File: src/rtl/hazard_pkg.sv
// Shared types and helpers for the ID-stage hazard detection / forwarding unit.
package hazard_pkg;

  localparam int RD_W     = 8;
  localparam int FWD_NONE = 0;

  // One in-flight producer; rd is zero-extended from REG_W so the type is parameter-free.
  typedef struct packed {
    logic            vld;
    logic            wr;
    logic [RD_W-1:0] rd;
    logic            is_load;
  } slot_t;

  function automatic int fs_width(input int depth);
    return $clog2(depth + 1);
  endfunction

endpackage

File: src/rtl/hazard_ctrl_if.sv
// ID-stage request fields in, stall / forward-select / stall counter out.
interface hazard_ctrl_if #(
  parameter int REG_W = 3,
  parameter int FS_W  = 2
);
  logic             id_valid;
  logic [REG_W-1:0] id_rs;
  logic [REG_W-1:0] id_rt;
  logic             id_rs_vld;
  logic             id_rt_vld;
  logic             id_wr;
  logic [REG_W-1:0] id_rd;
  logic             id_is_load;
  logic             flush;
  logic             stall;
  logic [FS_W-1:0]  fwd_rs;
  logic [FS_W-1:0]  fwd_rt;
  logic [15:0]      stall_cnt;

  modport master (
    output id_valid, id_rs, id_rt, id_rs_vld, id_rt_vld, id_wr, id_rd, id_is_load, flush,
    input  stall, fwd_rs, fwd_rt, stall_cnt
  );

  modport slave (
    input  id_valid, id_rs, id_rt, id_rs_vld, id_rt_vld, id_wr, id_rd, id_is_load, flush,
    output stall, fwd_rs, fwd_rt, stall_cnt
  );
endinterface

File: src/rtl/hazard_match.sv
// Compares one in-flight producer slot against both ID source operands.
module hazard_match
  import hazard_pkg::*;
#(
  parameter int REG_W = 3
) (
  input  slot_t            i_slot,
  input  logic [REG_W-1:0] i_rs,
  input  logic [REG_W-1:0] i_rt,
  input  logic             i_rs_vld,
  input  logic             i_rt_vld,
  output logic             match_rs,
  output logic             match_rt
);
  logic w_wr_hit;
  logic w_unused_ld;

  // R0 is an ordinary register here, so no zero-index exclusion.
  assign w_wr_hit    = i_slot.vld & i_slot.wr;
  assign match_rs    = w_wr_hit & i_rs_vld & (i_slot.rd == RD_W'(i_rs));
  assign match_rt    = w_wr_hit & i_rt_vld & (i_slot.rd == RD_W'(i_rt));
  assign w_unused_ld = i_slot.is_load;

endmodule

File: src/rtl/hazard_ctrl.sv
// Tracks DEPTH in-flight producers after ID and derives stall / forward selects.
module hazard_ctrl
  import hazard_pkg::*;
#(
  parameter int NUM_REGS = 8,
  parameter int REG_W    = $clog2(NUM_REGS),
  parameter int DEPTH    = 2,
  parameter int FWD_EN   = 1,
  parameter int FS_W     = fs_width(DEPTH)
) (
  input  logic         clk,
  input  logic         rst_n,
  hazard_ctrl_if.slave bus
);
  slot_t [DEPTH-1:0] r_slot;
  slot_t             w_id_slot;
  logic [DEPTH-1:0]  w_m_rs;
  logic [DEPTH-1:0]  w_m_rt;
  logic              w_live;
  logic              w_load_use;
  logic              w_any_hit;
  logic              w_stall;
  logic [FS_W-1:0]   w_sel_rs;
  logic [FS_W-1:0]   w_sel_rt;
  logic [15:0]       r_stall_cnt;

  for (genvar k = 0; k < DEPTH; k++) begin : g_match
    hazard_match #(.REG_W(REG_W)) u_match (
      .i_slot   (r_slot[k]),
      .i_rs     (bus.id_rs),
      .i_rt     (bus.id_rt),
      .i_rs_vld (bus.id_rs_vld),
      .i_rt_vld (bus.id_rt_vld),
      .match_rs (w_m_rs[k]),
      .match_rt (w_m_rt[k])
    );
  end

  // flush kills the ID instruction, so it can neither stall nor forward.
  assign w_live     = bus.id_valid & ~bus.flush;
  assign w_load_use = r_slot[0].is_load & (w_m_rs[0] | w_m_rt[0]);
  assign w_any_hit  = |(w_m_rs | w_m_rt);
  assign w_stall    = w_live & ((FWD_EN != 0) ? w_load_use : w_any_hit);

  // Scan oldest to youngest so the youngest match wins.
  always_comb begin
    w_sel_rs = FS_W'(FWD_NONE);
    w_sel_rt = FS_W'(FWD_NONE);
    for (int k = DEPTH - 1; k >= 0; k--) begin
      if (w_m_rs[k]) w_sel_rs = FS_W'(k + 1);
      if (w_m_rt[k]) w_sel_rt = FS_W'(k + 1);
    end
  end

  assign bus.stall     = w_stall;
  assign bus.fwd_rs    = (FWD_EN != 0 && w_live && !w_stall) ? w_sel_rs : '0;
  assign bus.fwd_rt    = (FWD_EN != 0 && w_live && !w_stall) ? w_sel_rt : '0;
  assign bus.stall_cnt = r_stall_cnt;

  always_comb begin
    w_id_slot         = '0;
    w_id_slot.vld     = 1'b1;
    w_id_slot.wr      = bus.id_wr;
    w_id_slot.rd      = RD_W'(bus.id_rd);
    w_id_slot.is_load = bus.id_is_load;
  end

  always_ff @(posedge clk or negedge rst_n) begin
    if (!rst_n) begin
      r_slot <= '0;
    end else begin
      r_slot[0] <= (w_live && !w_stall) ? w_id_slot : slot_t'('0);
      for (int k = 1; k < DEPTH; k++) r_slot[k] <= r_slot[k-1];
    end
  end

  always_ff @(posedge clk or negedge rst_n) begin
    if (!rst_n)                                r_stall_cnt <= '0;
    else if (w_stall && r_stall_cnt != 16'hFFFF) r_stall_cnt <= r_stall_cnt + 16'd1;
  end

endmodule

File: src/flat_wrapper.sv
// flat-port wrapper written by rule: the top's interface ports become plain ports
module hazard_ctrl_flat import hazard_pkg::*;
#(
  parameter int NUM_REGS = 8,
  parameter int REG_W    = $clog2(NUM_REGS),
  parameter int DEPTH    = 2,
  parameter int FWD_EN   = 1,
  parameter int FS_W     = fs_width(DEPTH)
)
  (clk, rst_n, bus_id_valid, bus_id_rs, bus_id_rt, bus_id_rs_vld, bus_id_rt_vld, bus_id_wr, bus_id_rd, bus_id_is_load, bus_flush, bus_stall, bus_fwd_rs, bus_fwd_rt, bus_stall_cnt);
  hazard_ctrl_if #(.REG_W(REG_W), .FS_W(FS_W)) bus_i ();
  input  logic clk;
  input  logic rst_n;
  input wire logic [$bits(bus_i.id_valid)-1:0] bus_id_valid;
  input wire logic [$bits(bus_i.id_rs)-1:0] bus_id_rs;
  input wire logic [$bits(bus_i.id_rt)-1:0] bus_id_rt;
  input wire logic [$bits(bus_i.id_rs_vld)-1:0] bus_id_rs_vld;
  input wire logic [$bits(bus_i.id_rt_vld)-1:0] bus_id_rt_vld;
  input wire logic [$bits(bus_i.id_wr)-1:0] bus_id_wr;
  input wire logic [$bits(bus_i.id_rd)-1:0] bus_id_rd;
  input wire logic [$bits(bus_i.id_is_load)-1:0] bus_id_is_load;
  input wire logic [$bits(bus_i.flush)-1:0] bus_flush;
  output wire logic [$bits(bus_i.stall)-1:0] bus_stall;
  output wire logic [$bits(bus_i.fwd_rs)-1:0] bus_fwd_rs;
  output wire logic [$bits(bus_i.fwd_rt)-1:0] bus_fwd_rt;
  output wire logic [$bits(bus_i.stall_cnt)-1:0] bus_stall_cnt;
  assign bus_i.id_valid = bus_id_valid;
  assign bus_i.id_rs = bus_id_rs;
  assign bus_i.id_rt = bus_id_rt;
  assign bus_i.id_rs_vld = bus_id_rs_vld;
  assign bus_i.id_rt_vld = bus_id_rt_vld;
  assign bus_i.id_wr = bus_id_wr;
  assign bus_i.id_rd = bus_id_rd;
  assign bus_i.id_is_load = bus_id_is_load;
  assign bus_i.flush = bus_flush;
  assign bus_stall = bus_i.stall;
  assign bus_fwd_rs = bus_i.fwd_rs;
  assign bus_fwd_rt = bus_i.fwd_rt;
  assign bus_stall_cnt = bus_i.stall_cnt;
  hazard_ctrl #(.NUM_REGS(NUM_REGS), .REG_W(REG_W), .DEPTH(DEPTH), .FWD_EN(FWD_EN), .FS_W(FS_W)) u_core (.clk(clk), .rst_n(rst_n), .bus(bus_i));
endmodule
File: config.mk
export PLATFORM = sky130hd
export DESIGN_NAME = hazard_ctrl_flat
export DESIGN_NICKNAME = d
export VERILOG_FILES = /design/src/rtl/hazard_pkg.sv /design/src/rtl/hazard_ctrl_if.sv /design/src/rtl/hazard_match.sv /design/src/rtl/hazard_ctrl.sv /design/src/flat_wrapper.sv
export SDC_FILE = /design/constraint.sdc
export NUM_CORES = 1
export LEC_CHECK = 0
export ABC_AREA = 1
export ABC_CLOCK_PERIOD_IN_PS = 3000
export CELL_PAD_IN_SITES_DETAIL_PLACEMENT = 1
export CELL_PAD_IN_SITES_GLOBAL_PLACEMENT = 2
export CORE_MARGIN = 3
export CORE_UTILIZATION = 30
export DETAILED_ROUTE_END_ITERATION = 12
export PLACE_DENSITY = 0.87
export SLEW_MARGIN = 20
export SYNTH_ARGS = -nofsm -noshare
export SYNTH_HDL_FRONTEND = slang
export SYNTH_HIERARCHICAL = 1
export SYNTH_SLANG_ARGS = --single-unit
File: constraint.sdc
create_clock -name clk -period 3 [get_ports clk]
set_input_delay 0.45 -clock clk [delete_from_list [all_inputs] [get_ports clk]]
set_output_delay 0.45 -clock clk [all_outputs]
set_load 0.01 [all_outputs]
==> qor.csv, run 1 <==
metric,value,unit
CTS H-tree depth,1,
CTS tree,done,
Die ar.,6960,sq um
routed via count,1725,
CTS Buf Count,3,
share of layout cells above drive strength 1,9.66,%
CTS root buffer,clkbuf_8,
cells on worst reg2reg path,11,
fmax,0.354,GHz
worst-path maximum fanout,5,
Wirelength per Cell,12.1,um
minimum clock period,2.83,ns
DIE WIDTH,83.4,um
Ys Warns,6,
# hold bufs at CTS,0,
Port-buffer cells,37,
Max Cap Violations,0,
Avg Vias per Cell,4.39,
hold crit path type,flop to flop,
"Hold Vio Cnt, Final",0,
Setup crit end kind,primary output,
startpoint types,primary input,
clk buf depth,2,
Clock Sinks,27,
GRT overflow,0,
RSZ-0062 raised after global routing,no,
Placed Cells,389,
Clock Latency Late Sink,0.28,ns
Final ANT Viol Nets,0,
kind of critical path,primary input to primary output,
worst path arrival time,2.38,ns
largest net degree at the start of global routing,28,
DRT iter0 DRCs,38,
die height,83.4,um
area of the mapped netlist,1800,sq um
FF/Latch Area,676,sq um
GRT Util Overall,14.9,%
Fillers,742,
max-slew violation count,0,
Ant. Diodes,0,
Mean Syn Cell Area,6.66,sq um
Fin Setup TNS,0,ns
worst reg2reg setup slack,1.31,ns
worst reg2reg endpoint,u_core/bus.stall_cnt[4]$_DFFE_PN0P_,
Hold Crit Start,u_core/r_slot[9]$_DFF_PN0_,
Final setup violation count,0,
initial antenna violation count,0,
cell count after synthesis,270,
WL final,4.77,mm
Fin Clk Skew,0.00232,ns
post-CTS sizing,0,
FP Rows,27,
Lkg Pwr,1.13,nW
DR DRC count,0,
worst IR drop on VDD,179,uV
multi-input logic area,931,sq um
"Net count, final",340,
clock-pin slew on the worst setup and hold paths,0.10,ns
CP Capture Point,bus_stall,
Placer Congestion,0.811,
Area Overhead vs Synth,30.3,%
total power,0.666,mW
status,"finished, final reports clean",
I/O pin count,38,
global-route wire length before repair,8.58,mm
period utilisation layout,94.3,%
drt pass-1 iters,4,
power per standard cell area,284,nW/um^2
DPL Wire Length,3.85,mm
Crit Reg-Reg Startpoint,u_core/r_slot[10]$_DFF_PN0_,
Starting Density,31.9,%
Core Area,5640,sq um
vias in the first global route,1846,
Worst Setup SP,bus_id_rt[2],
setup bufs post-CTS,0,
worst path required time,2.55,ns
non-filler instance count after layout,393,
-- where the power goes --
group          switching, mW  internal, mW  leakage [nW]
sequential           0.00459         0.370         0.350
combinational         0.0327        0.0322         0.755
clock                  0.129        0.0978        0.0261
-- through the flow --
step	hold slack [ns]	utilization (%)	worst slack, ns	cell area (sq um)
final	0.388	41.5	0.172	2340
after global routing	0.405	41.5	0.00206	2340
after CTS	0.393	41.5	0.134	2340
after detailed placement	0.366	40.6	0.139	2290
after global placement	0.360	40.6	0.160	2290
after floorplan	0.154	-	1.36	1830
-- routing by layer --
layer | share of wire, % | vias up | GRT usage [%]
met4 | 0.50 | 0 | 3.22
met5 | 0 | - | 0
met1 | 49 | 814 | 19.9
met3 | 2.3 | 2 | 2.28
li1 | - | 892 | -
met2 | 49 | 17 | 25.5
-- placed cells by master (no fill, tap or decap), drive strengths merged --
master / instances
nand2: 104
inv: 55
nor2: 40
clkdlybuf4s50: 37
dfrtp: 27
nand3: 15
conb: 10
nand4: 9
xnor2: 7
o21ai: 6
clkbuf: 3
xor2: 3
buf: 3
nand3b: 1
ha: 1
-- critical path, stage by stage --
cell	delay, ns
clkdlybuf4s50_1	0.54
inv_1	0.06
nand2_1	0.06
nand4_1	0.11
nor2_1	0.11
inv_1	0.07
nand2_1	0.08
nand3_1	0.17
inv_2	0.17
clkdlybuf4s50_1	0.55
-- area by class of cell --
type / instances / share of cell area (%)
Sequential cell: 27 / 28.8
Timing Repair Buffer: 40 / 16.8
Inverter: 54 / 8.65
Clock buffer: 3 / 1.76
Multi-Input combinational cell: 196 / 39.7
Clock inverter: 1 / 0.374
Tap cell: 72 / 3.85
-- worst min path at each step --
stage | cells after the start | to
final | 0 | u_core/r_slot[20]$_DFF_PN0_
after global routing | 0 | u_core/r_slot[20]$_DFF_PN0_
after CTS | 0 | u_core/r_slot[20]$_DFF_PN0_
after detailed placement | 0 | u_core/r_slot[20]$_DFF_PN0_
after global placement | 0 | u_core/r_slot[21]$_DFF_PN0_
after floorplan | 0 | u_core/bus.stall_cnt[0]$_DFFE_PN0P_
-- state kept, by name, indices dropped and copies added, names as in the netlist --
| register | count |
|---|---|
| u_core/bus.stall_cnt | 16 |
| u_core/r_slot | 11 |
Power figures use the tool's default switching activity.
==> run 2: changes to the inputs <==
--- a/config.mk
+++ b/config.mk
@@ -12,7 +12,7 @@
 export CORE_MARGIN = 3
 export CORE_UTILIZATION = 30
 export DETAILED_ROUTE_END_ITERATION = 12
-export PLACE_DENSITY = 0.87
+export PLACE_DENSITY_LB_ADDON = 0.05
 export SLEW_MARGIN = 20
 export SYNTH_ARGS = -nofsm -noshare
 export SYNTH_HDL_FRONTEND = slang
==> qor.csv, run 2 (synthesis gave the netlist of run 1 again) <==
metric,value,unit
status,"finished, final reports clean",
CTS Buf Count,3,
combinational share of power,9.6,%
RSZ-0062 raised after global routing,no,
"most common cell after layout, fill and taps aside",nand2_1,
Clock Latency Late Sink,0.29,ns
max reg flops,16,
worst path required time,2.55,ns
clk buf depth,2,
DR DRC count,0,
Placer Congestion,0.722,
clock-pin slew on the worst setup and hold paths,0.11,ns
largest net degree at the start of global routing,28,
most frequent cells in the layout,"97 x nand2_1, 50 x inv_1, 37 x clkdlybuf4s50_1",
Critical-path top delay cell,clkdlybuf4s50_1,
minimum clock period,2.78,ns
Fin Setup TNS,0,ns
max-slew violation count,0,
# hold bufs at CTS,0,
GRT overflow,0,
Ant. Diodes,0,
WL final,4.68,mm
critical-path cell list,clkdlybuf4s50_1 > xnor2_1 > nand2_1 > nor2_1 > inv_1 > nand2_1 > nand3_1 > inv_2 > clkdlybuf4s50_1,
Fin Clk Skew,0.00431,ns
hold endpoint,u_core/r_slot[20]$_DFF_PN0_,
non-filler instance count after layout,393,
Die ar.,6960,sq um
crit-path max cell delay,0.55,ns
Starting Density,31.9,%
CTS tree,done,
DIE WIDTH,83.4,um
vias in the first global route,1785,
CTS root buffer,clkbuf_8,
Seq pwr share,55.6,%
CP top delay family,buffers and inverters,
NetSw,0.173,mW
Wirelength per Cell,11.9,um
Area Overhead vs Synth,30.3,%
drt pass-1 iters,4,
Sw Share,25.7,%
Final setup violation count,0,
FP Rows,27,
clock share of power,34.8,%
WP depth,9,
Fillers,757,
Final ANT Viol Nets,0,
fmax,0.360,GHz
period utilisation layout,92.7,%
Setup crit end kind,primary output,
Port-buffer cells,37,
worst path bufs/invs,4,
startpoint types,primary input,
Core Area,5640,sq um
Avg Vias per Cell,4.39,
WHS Path Cells,0,
Max Cap Violations,0,
Crit Reg-Reg Startpoint,u_core/r_slot[2]$_DFF_PN0_,
share of layout cells above drive strength 1,9.66,%
power per standard cell area,287,nW/um^2
"Net count, final",340,
DPL Wire Length,3.63,mm
routed via count,1724,
CTS H-tree depth,1,
global-route wire length before repair,8.31,mm
worst-path maximum fanout,5,
Final Instance Area,2340,sq um
Hold Crit Start,u_core/r_slot[9]$_DFF_PN0_,
initial antenna violation count,0,
dpl cell area,2290,sq um
Clock Sinks,27,
worst reg2reg setup slack,1.31,ns
worst reg2reg endpoint,u_core/bus.stall_cnt[3]$_DFFE_PN0P_,
worst path arrival time,2.33,ns
total power,0.673,mW
Lkg Pwr,1.13,nW
cells on worst reg2reg path,12,
die height,83.4,um
Int Power,0.500,mW
DRT iter0 DRCs,29,
GRT Util Overall,14.5,%
post-CTS sizing,0,
"Hold Vio Cnt, Final",0,
Placed Cells,389,
hold crit path type,flop to flop,
worst IR drop on VDD,147,uV
setup bufs post-CTS,0,
I/O pin count,38,
kind of critical path,primary input to primary output,
## run 2: cell counts in the layout (fill, tap and decap cells not counted)
Identical to the previous run, type by type.
## run 2: metrics by stage
step	util, %	hold slack, ns	setup slack, ns
floorplan	-	0.154	1.36
global placement	40.6	0.361	0.225
detailed placement	40.6	0.363	0.194
CTS	41.5	0.390	0.185
global route	41.5	0.401	0.0118
finish	41.5	0.385	0.218
## run 2: worst max-delay path by stage
stage,start,slack (ns),end
finish,bus_id_rs[2],0.22,bus_stall
global route,bus_id_rt[1],0.01,bus_stall
CTS,bus_id_rs[2],0.18,bus_stall
detailed placement,bus_id_rs[2],0.19,bus_stall
global placement,bus_id_rs[2],0.22,bus_stall
floorplan,bus_id_rt[1],1.36,bus_fwd_rs[0]
## run 2: layout make-up
type / count / area [sq um] / area share [%]
multi-input combinational: 196 / 931 / 39.7
sequential: 27 / 676 / 28.8
timing repair buffer: 40 / 393 / 16.8
inverter: 54 / 203 / 8.65
tap: 72 / 90.1 / 3.85
clock buffer: 3 / 41.3 / 1.76
clock inverter: 1 / 8.76 / 0.374
## run 2: layer usage
layer,up-vias,global-route usage (%),wire [um]
met1,802,18.6,2160
met4,0,3.95,53
met2,29,25.3,2330
met3,5,2.28,132
met5,-,0,0
li1,888,-,-
## run 2: power groups by stage
stage	Sequential, mW	Combinational (mW)	Clock, mW
4_1_cts	0.374	0.0663	0.246
3_5_place_dp	0.382	0.0659	0
6_report	0.374	0.0646	0.234
3_3_place_gp	0.381	0.0655	0
5_1_grt	0.375	0.0751	0.266
2_1_floorplan	0.380	0.0264	0
==> run 3: changes to the inputs <==
--- a/config.mk
+++ b/config.mk
@@ -12,7 +12,9 @@
 export CORE_MARGIN = 3
 export CORE_UTILIZATION = 30
 export DETAILED_ROUTE_END_ITERATION = 12
+export MAX_ROUTING_LAYER = met4
 export PLACE_DENSITY_LB_ADDON = 0.05
+export SKIP_CTS_REPAIR_TIMING = 1
 export SLEW_MARGIN = 20
 export SYNTH_ARGS = -nofsm -noshare
 export SYNTH_HDL_FRONTEND = slang
==> qor.csv, run 3 (synthesis gave the netlist of run 1 again) <==
metric,value,unit
worst setup margin,0.218,ns
CP top delay family,buffers and inverters,
dpl cell area,2290,sq um
worst path bufs/invs,4,
worst path arrival time,2.33,ns
largest net degree at the start of global routing,28,
Ant. Diodes,0,
non-filler instance count after layout,393,
Core Area,5640,sq um
total power,0.672,mW
fmax,0.360,GHz
Final ANT Viol Nets,0,
GRT Util Overall,14.9,%
routed via count,1723,
share of layout cells above drive strength 1,9.66,%
Setup crit end kind,primary output,
"Hold Vio Cnt, Final",0,
Seq pwr share,55.6,%
DRT met1 WL,2.17,mm
max-slew violation count,0,
DPL Wire Length,3.63,mm
highest metal used,met4,
Clock Latency Late Sink,0.29,ns
Final setup violation count,0,
critical-path cell list,clkdlybuf4s50_1 > xnor2_1 > nand2_1 > nor2_1 > inv_1 > nand2_1 > nand3_1 > inv_2 > clkdlybuf4s50_1,
"Net count, final",340,
GRT overflow,0,
RSZ-0062 raised after global routing,no,
clk buf depth,2,
worst path required time,2.55,ns
FF/Latch Area,676,sq um
WL final,4.68,mm
Lkg Pwr,1.13,nW
kind of critical path,primary input to primary output,
Fillers,757,
multi-input logic area,931,sq um
Wirelength per Cell,11.9,um
Placer Congestion,0.730,
minimum clock period,2.78,ns
fin util,41.5,%
startpoint types,primary input,
NetSw,0.172,mW
Area Overhead vs Synth,30.3,%
most frequent cells in the layout,"97 x nand2_1, 50 x inv_1, 37 x clkdlybuf4s50_1",
Die ar.,6960,sq um
FP Rows,27,
worst-path maximum fanout,5,
Fin Setup TNS,0,ns
"most common cell after layout, fill and taps aside",nand2_1,
status,"finished, final reports clean",
CTS Buf Count,3,
clock-pin slew on the worst setup and hold paths,0.11,ns
die height,83.4,um
Met3 Routed Length,128,um
crit-path max cell delay,0.55,ns
drt pass-1 iters,4,
Final Instance Area,2340,sq um
Placed Cells,389,
combinational share of power,9.6,%
hold crit path type,flop to flop,
CTS tree,done,
setup slack at placement,0.194,ns
vias in the first global route,1784,
CTS root buffer,clkbuf_8,
Critical-path top delay cell,clkdlybuf4s50_1,
Port-buffer cells,37,
Max Cap Violations,0,
DIE WIDTH,83.4,um
period utilisation layout,92.7,%
power per standard cell area,287,nW/um^2
DR DRC count,0,
max reg flops,16,
Clock Sinks,27,
global-route wire length before repair,8.31,mm
worst IR drop on VDD,147,uV
Starting Density,31.9,%
CTS H-tree depth,1,
DRT iter0 DRCs,29,
Sw Share,25.7,%
DR WL met2,2.33,mm
clock share of power,34.7,%
I/O pin count,38,
Avg Vias per Cell,4.38,
WHS,0.385,ns
initial antenna violation count,0,
Fin Clk Skew,0.00448,ns
Int Power,0.500,mW
run 3: cell counts in the layout (fill, tap and decap cells not counted):
Identical to the previous run, type by type.
run 3: power by group through the flow:
stage | sequential [mW] | clock (mW) | combinational (mW)
final | 0.374 | 0.234 | 0.0646
after floorplan | 0.380 | 0 | 0.0264
after CTS | 0.374 | 0.246 | 0.0663
after detailed placement | 0.382 | 0 | 0.0659
after global placement | 0.381 | 0 | 0.0655
after global routing | 0.375 | 0.266 | 0.0751
run 3: final timing paths:
| kind | cells past startpoint | to | from | slack [ns] |
|---|---|---|---|---|
| max | 9 | bus_stall | bus_id_rs[2] | 0.22 |
| min | 0 | u_core/r_slot[20]$_DFF_PN0_ | u_core/r_slot[9]$_DFF_PN0_ | 0.39 |
| max reg2reg | 12 | u_core/bus.stall_cnt[3]$_DFFE_PN0P_ | u_core/r_slot[2]$_DFF_PN0_ | 1.30 |
| min reg2reg | 0 | u_core/r_slot[20]$_DFF_PN0_ | u_core/r_slot[9]$_DFF_PN0_ | 0.39 |
| max in group asynchronous | 2 | u_core/bus.stall_cnt[12]$_DFFE_PN0P_ | rst_n | 2.20 |
| min in group asynchronous | 2 | u_core/bus.stall_cnt[2]$_DFFE_PN0P_ | rst_n | 0.53 |
run 3: layout make-up:
class | instances | share of cell area [%]
Sequential cell | 27 | 28.8
Multi-Input combinational cell | 196 | 39.7
Clock buffer | 3 | 1.76
Clock inverter | 1 | 0.374
Tap cell | 72 | 3.85
Timing Repair Buffer | 40 | 16.8
Inverter | 54 | 8.65
run 3: worst register-to-register path, cell delays in order, from the launching register on:
cell	delay (ns)
dfrtp_1	0.43
inv_1	0.09
nand2_1	0.05
nand2_1	0.05
nand3_1	0.09
nor2_1	0.09
inv_1	0.07
nand2_1	0.09
nand3_1	0.17
nor2_2	0.14
buf_4	0.22
nand2_1	0.09
o21ai_2	0.06
run 3: routing by layer:
layer	vias to the layer above	track usage [%]
met4	0	3.95
li1	888	-
met5	-	-
met1	801	18.7
met2	29	25.3
met3	5	2.18
